===== config.mk =====
export PLATFORM = sky130hd
export DESIGN_NAME = div_seq_flat
export DESIGN_NICKNAME = d
export VERILOG_FILES = /design/src/rtl/div_seq_if.sv /design/src/rtl/div_seq.sv /design/src/flat_wrapper.sv
export SDC_FILE = /design/constraint.sdc
export NUM_CORES = 1
export LEC_CHECK = 0
export BUFFER_PORTS_ARGS = -buffer_cell sky130_fd_sc_hd__buf_2
export CAP_MARGIN = 20
export CORE_MARGIN = 5
export CORE_UTILIZATION = 65
export CTS_CLUSTER_SIZE = 12
export DETAILED_ROUTE_END_ITERATION = 8
export GPL_ROUTABILITY_DRIVEN = 0
export GPL_TIMING_DRIVEN = 0
export PLACE_DENSITY_LB_ADDON = 0.3
export SYNTH_ARGS = -nofsm -noshare
export SYNTH_HDL_FRONTEND = slang
export SYNTH_SLANG_ARGS = --single-unit

===== constraint.sdc =====
create_clock -name clk -period 11.4 [get_ports clk]
set_input_delay 2.85 -clock clk [delete_from_list [all_inputs] [get_ports clk]]
set_output_delay 2.85 -clock clk [all_outputs]
set_load 0.01 [all_outputs]

===== src/rtl/div_seq_if.sv =====
// Divide request/response bundle between EX (master) and the divide sequencer (slave).
// Carries operands, flush, stall request and the registered HI/LO result.
// No flow control beyond start/ready: EX holds start until it sees ready.
interface div_seq_if #(
  parameter int WIDTH = 32
);
  logic             start;
  logic             signed_div;
  logic [WIDTH-1:0] dividend;
  logic [WIDTH-1:0] divisor;
  logic             cancel;
  logic             stall_req;
  logic             ready;
  logic [WIDTH-1:0] quotient;
  logic [WIDTH-1:0] remainder;

  modport master (
    output start, signed_div, dividend, divisor, cancel,
    input  stall_req, ready, quotient, remainder
  );

  modport slave (
    input  start, signed_div, dividend, divisor, cancel,
    output stall_req, ready, quotient, remainder
  );
endinterface


===== src/rtl/div_seq.sv =====
// Restoring integer divider (DIV/DIVU), one quotient bit per cycle, result to HI/LO.
// Latency WIDTH+1 cycles from accepted start to ready (2 cycles for divide by zero).
// Holds the pipeline with stall_req while busy; result held in DONE until start drops.
module div_seq #(
  parameter int WIDTH = 32
) (
  input  logic       clk,
  input  logic       rst_n,
  div_seq_if.slave   bus
);

  localparam int CW = $clog2(WIDTH);
  localparam logic [CW-1:0] LAST = CW'(WIDTH - 1);

  typedef enum logic [1:0] {IDLE, DIVZERO, BUSY, DONE} state_t;

  state_t           state, state_nxt;
  logic             stall;
  logic [CW-1:0]    cnt;
  logic [WIDTH-1:0] rem_r;     // partial remainder
  logic [WIDTH-1:0] dvd_r;     // dividend bits shift out, quotient bits shift in
  logic [WIDTH-1:0] dvs_r;     // magnitude of divisor
  logic             neg_q;
  logic             neg_r;
  logic [WIDTH-1:0] q_r;
  logic [WIDTH-1:0] r_r;

  // Operand magnitudes: only signed divides take absolute values.
  logic             a_neg, b_neg;
  logic [WIDTH-1:0] dvd_abs, dvs_abs;
  assign a_neg   = bus.signed_div & bus.dividend[WIDTH-1];
  assign b_neg   = bus.signed_div & bus.divisor[WIDTH-1];
  assign dvd_abs = a_neg ? -bus.dividend : bus.dividend;
  assign dvs_abs = b_neg ? -bus.divisor  : bus.divisor;

  // One restoring step; the partial needs an extra bit because an unsigned
  // divisor with its MSB set can still be exceeded after the shift.
  logic [WIDTH:0]   part;
  logic             ge;
  logic [WIDTH-1:0] rem_nxt;
  logic [WIDTH-1:0] dvd_nxt;
  assign part    = {rem_r, dvd_r[WIDTH-1]};
  assign ge      = part >= {1'b0, dvs_r};
  assign rem_nxt = ge ? WIDTH'(part - {1'b0, dvs_r}) : part[WIDTH-1:0];
  assign dvd_nxt = {dvd_r[WIDTH-2:0], ge};

  // State register.
  always_ff @(posedge clk) begin
    if (!rst_n) state <= IDLE;
    else        state <= state_nxt;
  end

  // Next-state and stall request; stall is combinational so EX freezes on the request cycle.
  always_comb begin
    state_nxt = state;
    stall     = 1'b0;
    case (state)
      IDLE: begin
        if (bus.start && !bus.cancel) begin
          stall     = 1'b1;
          state_nxt = (bus.divisor == '0) ? DIVZERO : BUSY;
        end
      end
      DIVZERO: begin
        stall     = 1'b1;
        state_nxt = bus.cancel ? IDLE : DONE;
      end
      BUSY: begin
        stall = 1'b1;
        if (bus.cancel)       state_nxt = IDLE;
        else if (cnt == LAST) state_nxt = DONE;
      end
      DONE: begin
        if (!bus.start || bus.cancel) state_nxt = IDLE;
      end
      default: state_nxt = IDLE;
    endcase
  end

  // Datapath: load on accept, iterate in BUSY, publish signed-fixed result on entry to DONE.
  always_ff @(posedge clk) begin
    if (!rst_n) begin
      cnt   <= '0;
      rem_r <= '0;
      dvd_r <= '0;
      dvs_r <= '0;
      neg_q <= 1'b0;
      neg_r <= 1'b0;
      q_r   <= '0;
      r_r   <= '0;
    end else begin
      case (state)
        IDLE: begin
          if (bus.start && !bus.cancel) begin
            cnt   <= '0;
            rem_r <= '0;
            dvd_r <= dvd_abs;
            dvs_r <= dvs_abs;
            neg_q <= a_neg ^ b_neg;
            neg_r <= a_neg;
          end
        end
        DIVZERO: begin
          if (!bus.cancel) begin
            q_r <= '0;
            r_r <= '0;
          end
        end
        BUSY: begin
          if (!bus.cancel) begin
            rem_r <= rem_nxt;
            dvd_r <= dvd_nxt;
            cnt   <= cnt + CW'(1);
            if (cnt == LAST) begin
              q_r <= neg_q ? -dvd_nxt : dvd_nxt;
              r_r <= neg_r ? -rem_nxt : rem_nxt;
            end
          end
        end
        default: ;
      endcase
    end
  end

  assign bus.stall_req = stall;
  assign bus.ready     = (state == DONE);
  assign bus.quotient  = q_r;
  assign bus.remainder = r_r;

endmodule


===== src/flat_wrapper.sv =====
// flat-port wrapper written by rule: the top's interface ports become plain ports
module div_seq_flat 
#(
  parameter int WIDTH = 32
)
  (clk, rst_n, bus_start, bus_signed_div, bus_dividend, bus_divisor, bus_cancel, bus_stall_req, bus_ready, bus_quotient, bus_remainder);
  div_seq_if #(.WIDTH(WIDTH)) bus_i ();
  input  logic clk;
  input  logic rst_n;
  input wire logic [$bits(bus_i.start)-1:0] bus_start;
  input wire logic [$bits(bus_i.signed_div)-1:0] bus_signed_div;
  input wire logic [$bits(bus_i.dividend)-1:0] bus_dividend;
  input wire logic [$bits(bus_i.divisor)-1:0] bus_divisor;
  input wire logic [$bits(bus_i.cancel)-1:0] bus_cancel;
  output wire logic [$bits(bus_i.stall_req)-1:0] bus_stall_req;
  output wire logic [$bits(bus_i.ready)-1:0] bus_ready;
  output wire logic [$bits(bus_i.quotient)-1:0] bus_quotient;
  output wire logic [$bits(bus_i.remainder)-1:0] bus_remainder;
  assign bus_i.start = bus_start;
  assign bus_i.signed_div = bus_signed_div;
  assign bus_i.dividend = bus_dividend;
  assign bus_i.divisor = bus_divisor;
  assign bus_i.cancel = bus_cancel;
  assign bus_stall_req = bus_i.stall_req;
  assign bus_ready = bus_i.ready;
  assign bus_quotient = bus_i.quotient;
  assign bus_remainder = bus_i.remainder;
  div_seq #(.WIDTH(WIDTH)) u_core (.clk(clk), .rst_n(rst_n), .bus(bus_i));
endmodule

==> flow_metrics.py, run 1 <==
metrics = {
    "clock_network": {
        "cts.htree.levels": 4,
        "postCtsSetupRepairBufs": 0,
        "ctsResizeCount": 0,
        "numCtsBuffers": 17,
        "clockBufferDepth": 2,
        "clkLatencyLatePin_ps": 450,
        "cts_tree": "yes",
        "holdBufCountCts": 0,
        "cts.sinks": 169,
        "clkSlewWorstSetupHoldPaths_ps": 70,
        "clockRootBuffer": "clkbuf_16",
    },
    "logic_synthesis": {
        "synth-main-ff-cell": "dfxtp_1",
        "yosysUniqueCellTypes": 91,
        "seq_area_frac_synth": 0.278,
        "netlist_area_mm2": 0.0122,
        "synth-seq-cells": 169,
        "yosysTopAreaCell": "dfxtp_1",
        "syn_avg_cell_area_um2": 7.73,
        "synth_edf_count": 0,
        "synthTopCellsByArea": "dfxtp_1 (28%), nand2_1 (7.9%), xnor2_1 (6.1%)",
        "synth_fp_nets": 1687,
        "ys_warn_count": 0,
        "synth_top_area_frac": 0.278,
        "syn_inst": 1574,
        "synthArstFlopShare": 0,
    },
    "timing": {
        "worst_slack_ps": 4510,
        "finalSetupTns_ps": 0,
        "tightestPinTransition_ps": 865,
        "period_share": 0.605,
        "slew_violations": 0,
        "timing.fmax_mhz": 145,
        "slew_headroom": 0.420,
        "hold_violations": 0,
        "setup_viol": 0,
        "skew_ps": 12.4,
        "rsz0062_at_grt": "false",
        "period_needed_ps": 6890,
    },
    "power_and_ir_drop": {
        "pwr_density_cell_mw_per_mm2": 217,
        "p_seq_frac": 0.242,
        "finalPower_mw": 2.98,
        "p_leak_nw": 5.79,
        "comb_power_share": 0.555,
        "p_sw_mw": 1.45,
        "irDropWorstVdd_mv": 0.148,
        "p_sw_frac": 0.488,
        "clkPwrFrac": 0.203,
        "internal-power_mw": 1.53,
    },
    "floorplan": {
        "pin_count": 135,
        "die_h_um": 147,
        "core_area_mm2": 0.0186,
        "die_w_um": 147,
        "start_util": 0.655,
        "rows": 50,
        "dieArea_mm2": 0.0215,
    },
    "drt": {
        "vias": 13000,
        "drcViolationCount": 0,
        "ant_nets": 0,
        "wl_per_cell_um": 20.1,
        "totalWireLength_um": 39800,
        "first_iter_violations": 1633,
        "drt_first_pass_iters": 7,
        "via_per_inst": 6.57,
    },
    "global_route": {
        "grt.met1_usage": 0.487,
        "grt_pass1_wl_um": 61900,
        "busiest_layer": "met2",
        "grt.met3_usage": 0.0725,
        "grt.met2_usage": 0.541,
        "gr-total-overflow": 0,
        "grt_pass1_vias": 11900,
        "antenna_found_initial": 0,
        "grt_max_degree": 19,
        "grt_use_total": 0.353,
    },
    "place": {
        "pre_cts_ws_ps": 4500,
        "place_inst": 1942,
        "dp.final_hpwl_um": 30400,
        "io_buffers": 134,
    },
    "setup_path": {
        "rrSetupSlack_ps": 5550,
        "reg2reg_depth": 21,
        "slowest_delay_ps": 730,
        "r2r-end": "u_core.bus.remainder[28]",
        "worstPathMaxFanout": 6,
        "crit_required_ps": 8550,
        "crit_chain": "buf_2, nor3b_1, nor2_1, nor2_1, buf_2",
        "arrival_ps": 4040,
        "rr_startpoint": "u_core.dvs_r[5]",
        "crit_type": "input pin to output pin",
        "startpoint_type": "input pin",
        "crit_slowest_cell": "nor3b_1",
        "worstSetupEndpointType": "output pin",
    },
    "final_layout": {
        "instances_no_fill": 1974,
        "nFillCells": 1447,
        "post-route-util": 0.739,
        "diodes": 0,
        "final_nets": 1840,
        "area_delta_synth_final_pct": 12.8,
        "layout-drive-gt1-share": 0.126,
    },
    "job": {
        "drv_cap": 0,
    },
    "worst_hold_path": {
        "hold_class": "flip-flop to flip-flop",
        "min_from": "u_core.bus.remainder[28]",
        "holdPathStages": 2,
        "min_to": "u_core.bus.remainder[28]",
    },
    "status": {
        "status": "complete, no violations",
    },
}
==> layout make-up <==
cell class	count	area (um^2)	share of cell area
multi-input combinational	1258	8180	0.596
buffer	96	409	0.0298
inverter	51	194	0.0141
clock inverter	15	174	0.0127
tap	234	293	0.0213
sequential	169	3380	0.247
timing repair buffer	134	671	0.0489
clock buffer	17	425	0.0310
==> worst max-delay path: cells and delay by family <==
kind                   cells  cell delay [ps]
buffers and inverters      2              270
and+or+nand+nor            3              930
==> power by group through the flow <==
stage / Clock, mW / Sequential [mW] / Combinational (mW)
CTS: 0.596 / 0.715 / 1.59
detailed placement: 0 / 0.728 / 1.57
floorplan: 0 / 0.702 / 1.17
global placement: 0 / 0.724 / 1.53
global route: 0.625 / 0.723 / 1.77
finish: 0.605 / 0.721 / 1.65
==> cells in the mapped netlist (16+ instances only) <==
cell and n:
nor2b_1 63, mux2i_1 19, a21boi_0 32, or4_1 18, clkbuf_1 73, nand2_1 256
xor2_1 46, o21ai_0 132, nor3_1 29, inv_1 49, or3_1 19, o31ai_1 31
nand3_1 17, and2_1 39, xnor2_1 85, o211a_1 34, a21oi_1 67, o211ai_1 16
ha_1 43, a22oi_1 47, nor2_1 67, dfxtp_1 169
==> cell usage in the layout, fill, tap and decap left out, drive strengths merged, types with 8 or more instances in the layout <==
| cell | instances |
|---|---|
| or2 | 8 |
| and3 | 10 |
| a21oi | 67 |
| nor4 | 14 |
| a21o | 13 |
| mux2i | 19 |
| dfxtp | 169 |
| o21ai | 140 |
| o211a | 34 |
| nor2 | 67 |
| nor3 | 30 |
| or4 | 20 |
| inv | 58 |
| nand2b | 9 |
| nand2 | 257 |
| xor2 | 46 |
| clkbuf | 91 |
| o41ai | 15 |
| o31ai | 32 |
| buf | 156 |
| nor2b | 63 |
| a21boi | 33 |
| o21a | 9 |
| or3 | 20 |
| ha | 43 |
| a22oi | 49 |
| xnor2 | 85 |
| a31oi | 10 |
| and2 | 40 |
| nand3 | 17 |
| nand4 | 17 |
| o211ai | 16 |
| nand3b | 8 |
==> sequential cells by signal, indices dropped and copies added (netlist names), 2 cells and up <==
signal                cells
u_core.cnt                5
u_core.bus.quotient      32
u_core.bus.remainder     32
u_core.dvd_r             32
u_core.rem_r             32
u_core.state              2
u_core.dvs_r             32
==> through the flow <==
step	hold WS [ps]	instance area, um^2
after CTS	458	13700
after detailed placement	442	13100
after global placement	438	13100
after floorplan	441	12200
final	460	13700
after global routing	476	13700
==> how the worst max path moves through the flow <==
stage                           from            end  slack, ps  depth (start not counted)
after floorplan           bus_cancel  bus_stall_req       5090                          3
after global placement     bus_start  bus_stall_req       4530                          5
after detailed placement   bus_start  bus_stall_req       4500                          5
after CTS                  bus_start  bus_stall_req       4460                          5
after global routing       bus_start  bus_stall_req       4360                          5
final                      bus_start  bus_stall_req       4510                          5
==> per-layer routing <==
layer	part of all wire	wire, um
met1	0.40	16000
met3	0.12	4640
met5	0	0
met4	0.046	1820
met2	0.43	17300
==> kinds of logic after synthesis <==
group | Yosys count | share of synthesized area
buf+inv | 147 | 0.0496
simple gates | 592 | 0.244
fa+ha+maj | 44 | 0.0459
compound gates | 471 | 0.272
xor+xnor | 131 | 0.0943
flops | 169 | 0.278
mux | 20 | 0.0166
Power figures use the tool's default switching activity.
==> run 2: changes to the inputs <==
--- a/config.mk
+++ b/config.mk
@@ -5,10 +5,11 @@
 export SDC_FILE = /design/constraint.sdc
 export NUM_CORES = 1
 export LEC_CHECK = 0
+export ABC_AREA = 1
 export BUFFER_PORTS_ARGS = -buffer_cell sky130_fd_sc_hd__buf_2
 export CAP_MARGIN = 20
 export CORE_MARGIN = 5
-export CORE_UTILIZATION = 65
+export CORE_UTILIZATION = 55
 export CTS_CLUSTER_SIZE = 12
 export DETAILED_ROUTE_END_ITERATION = 8
 export GPL_ROUTABILITY_DRIVEN = 0
==> constraint.sdc (replaced) <==
create_clock -name clk -period 5.8 [get_ports clk]
set_input_delay 1.45 -clock clk [delete_from_list [all_inputs] [get_ports clk]]
set_output_delay 1.45 -clock clk [all_outputs]
set_load 0.01 [all_outputs]
==> run 2 against run 1 <==
Net effect:
- synthesized area increased by 6.1%
- clock power up 83%
- die area grew 24%
- utilization fell by 11 points
- clock-buffer cell count rose by 1
- non-clock buffer count down 15
- global-route usage decreased by 3.6 points
- design area increased by 5.8%
- critical endpoint is now u_core.bus.quotient[30]
==> flow_metrics.py, run 2 <==
metrics = {
    "setup_path": {
        "worstPathMaxFanout": 8,
        "crit_type": "flip-flop to flip-flop",
        "startpoint_type": "flip-flop",
        "arrival_ps": 4910,
        "slowest_delay_ps": 460,
        "worstSetupEndpointType": "flip-flop",
        "rr_startpoint": "u_core.dvs_r[8]",
        "crit_required_ps": 6100,
        "crit_slowest_cell": "o21ai_0",
        "startpoint": "u_core.dvs_r[8]",
    },
    "clock_network": {
        "numCtsBuffers": 17,
        "ctsResizeCount": 0,
        "cts.sinks": 169,
        "clockRootBuffer": "clkbuf_16",
        "clockBufferDepth": 2,
        "cts.htree.levels": 4,
        "holdBufCountCts": 0,
        "clkLatencyLatePin_ps": 440,
        "cts_tree": "yes",
        "clkSlewWorstSetupHoldPaths_ps": 70,
        "postCtsSetupRepairBufs": 0,
    },
    "drt": {
        "drt_first_pass_iters": 6,
        "via_per_inst": 5.59,
        "first_iter_violations": 1669,
        "wl_per_cell_um": 16.4,
        "drcViolationCount": 0,
        "vias": 14800,
        "wl_met1_um": 18000,
        "route.met2.wl_um": 19500,
        "top_layer_used": "met4",
        "ant_nets": 0,
        "wl_met3_um": 3870,
        "totalWireLength_um": 43500,
    },
    "power_and_ir_drop": {
        "finalPower_mw": 7.05,
        "irDropWorstVdd_mv": 0.337,
        "p_leak_nw": 7.23,
        "pwr_density_cell_mw_per_mm2": 486,
    },
    "place": {
        "dp.final_hpwl_um": 34500,
        "io_buffers": 134,
        "place_area_mm2": 0.0140,
        "place_inst": 2621,
    },
    "timing": {
        "finalSetupTns_ps": 0,
        "rsz0062_at_grt": "false",
        "setup_viol": 0,
        "whs_ps": 460,
        "skew_ps": 9.96,
        "period_needed_ps": 4610,
        "timing.fmax_mhz": 217,
        "tightestPinTransition_ps": 944,
        "period_share": 0.795,
        "slew_violations": 0,
        "slew_headroom": 0.369,
        "hold_violations": 0,
    },
    "logic_synthesis": {
        "ys_warn_count": 0,
        "synth-main-ff-cell": "dfxtp_1",
        "synth_common_cells": "nand2_1 (619), inv_1 (323), a21oi_1 (210), dfxtp_1 (169), nand3_1 (165)",
        "syn_avg_cell_area_um2": 5.95,
        "yosysMostFrequentCell": "nand2_1",
        "synth_top_area_frac": 0.262,
        "syn_inst": 2168,
        "yosysUniqueCellTypes": 50,
        "synth-seq-cells": 169,
        "netlist_area_mm2": 0.0129,
        "seq_area_frac_synth": 0.262,
        "synthTopCellsByArea": "dfxtp_1 (26%), nand2_1 (18%), inv_1 (9.4%)",
        "synth_fp_nets": 2281,
        "synthArstFlopShare": 0,
        "synth_edf_count": 0,
        "yosysTopAreaCell": "dfxtp_1",
    },
    "floorplan": {
        "dieArea_mm2": 0.0266,
        "core_area_mm2": 0.0233,
        "rows": 56,
        "pin_count": 135,
        "start_util": 0.555,
        "die_h_um": 163,
        "die_w_um": 163,
    },
    "final_layout": {
        "final_area_mm2": 0.0145,
        "instances_no_fill": 2651,
        "layout-drive-gt1-share": 0.114,
        "nFillCells": 2325,
        "final_nets": 2434,
        "area_delta_synth_final_pct": 12.6,
        "diodes": 0,
        "final_cell_mix": "nand2_1 (619), inv_1 (323), a21oi_1 (210)",
        "multi_input_area_mm2": 0.00792,
        "regArea_mm2": 0.00338,
        "layout_commonest_cell": "nand2_1",
    },
    "global_route": {
        "grt_pass1_vias": 13500,
        "grt_max_degree": 17,
        "gr-total-overflow": 0,
        "grt_use_total": 0.317,
        "grt_pass1_wl_um": 67800,
        "antenna_found_initial": 0,
    },
    "job": {
        "drv_cap": 0,
    },
    "worst_hold_path": {
        "min_from": "u_core.bus.quotient[9]",
        "hold_class": "flip-flop to flip-flop",
    },
    "status": {
        "status": "complete, no violations",
    },
}
run 2: changes by cell type after synthesis, sizes merged, moves of 28 or more:
cell	change
a21oi	+147
a22oi	-47
o211a	-34
and2	-34
nand3	+153
xnor2	-68
a21boi	-32
nor2b	-63
o31ai	-28
nand2	+396
nor2	+125
inv	+277
run 2: final cells by class:
type / instances / share of cell area
clock inverters: 12 / 0.00818
well taps: 319 / 0.0275
repair buffers: 134 / 0.0462
plain buffers: 81 / 0.0255
clock buffers: 18 / 0.0295
inverters: 330 / 0.0853
multi-input cells: 1588 / 0.545
flip-flops and latches: 169 / 0.233
run 2: final timing paths:
| path | endpoint | slack [ps] | cells after the start |
|---|---|---|---|
| min | u_core.bus.quotient[9] | 460 | 2 |
| max | u_core.bus.quotient[30] | 1190 | 25 |
| min reg2reg | u_core.bus.quotient[9] | 460 | 2 |
| max reg2reg | u_core.bus.quotient[30] | 1190 | 25 |
run 2: worst max-delay path: cells and delay by family, from the launching register on:
family / cells / cell delay (ps)
adders and majority gates: 2 / 590
buffers and inverters: 5 / 430
DFF: 1 / 330
and+or+nand+nor: 12 / 1730
AOI/OAI and AO/OA: 6 / 1360
run 2: where the power goes:
group	switching (mW)	total, mW	internal [mW]
clock	0.517	1.11	0.594
combinational	3.12	4.50	1.37
sequential	0.144	1.44	1.30
total	3.79	7.05	3.27
run 2: logic make-up (layout without fill, tap and decap cells):
group,Yosys count,in the layout,synth area share
xor+xnor,57,57,0.0387
flops,169,169,0.262
compound gates,397,397,0.166
fa+ha+maj,44,44,0.0433
simple gates,1090,1090,0.365
buf+inv,411,575,0.125
run 2: per-layer routing:
layer,GRT usage,vias to the layer above
met1,0.410,6653
met2,0.522,803
met4,0.149,0
met5,0,-
li1,-,7226
met3,0.0469,150
run 2: through the flow:
step           setup slack, ps  utilization
2_1_floorplan             2110            -
3_3_place_gp              1550        0.601
3_5_place_dp              1440        0.601
4_1_cts                   1340        0.624
5_1_grt                    757        0.624
6_report                  1190        0.624
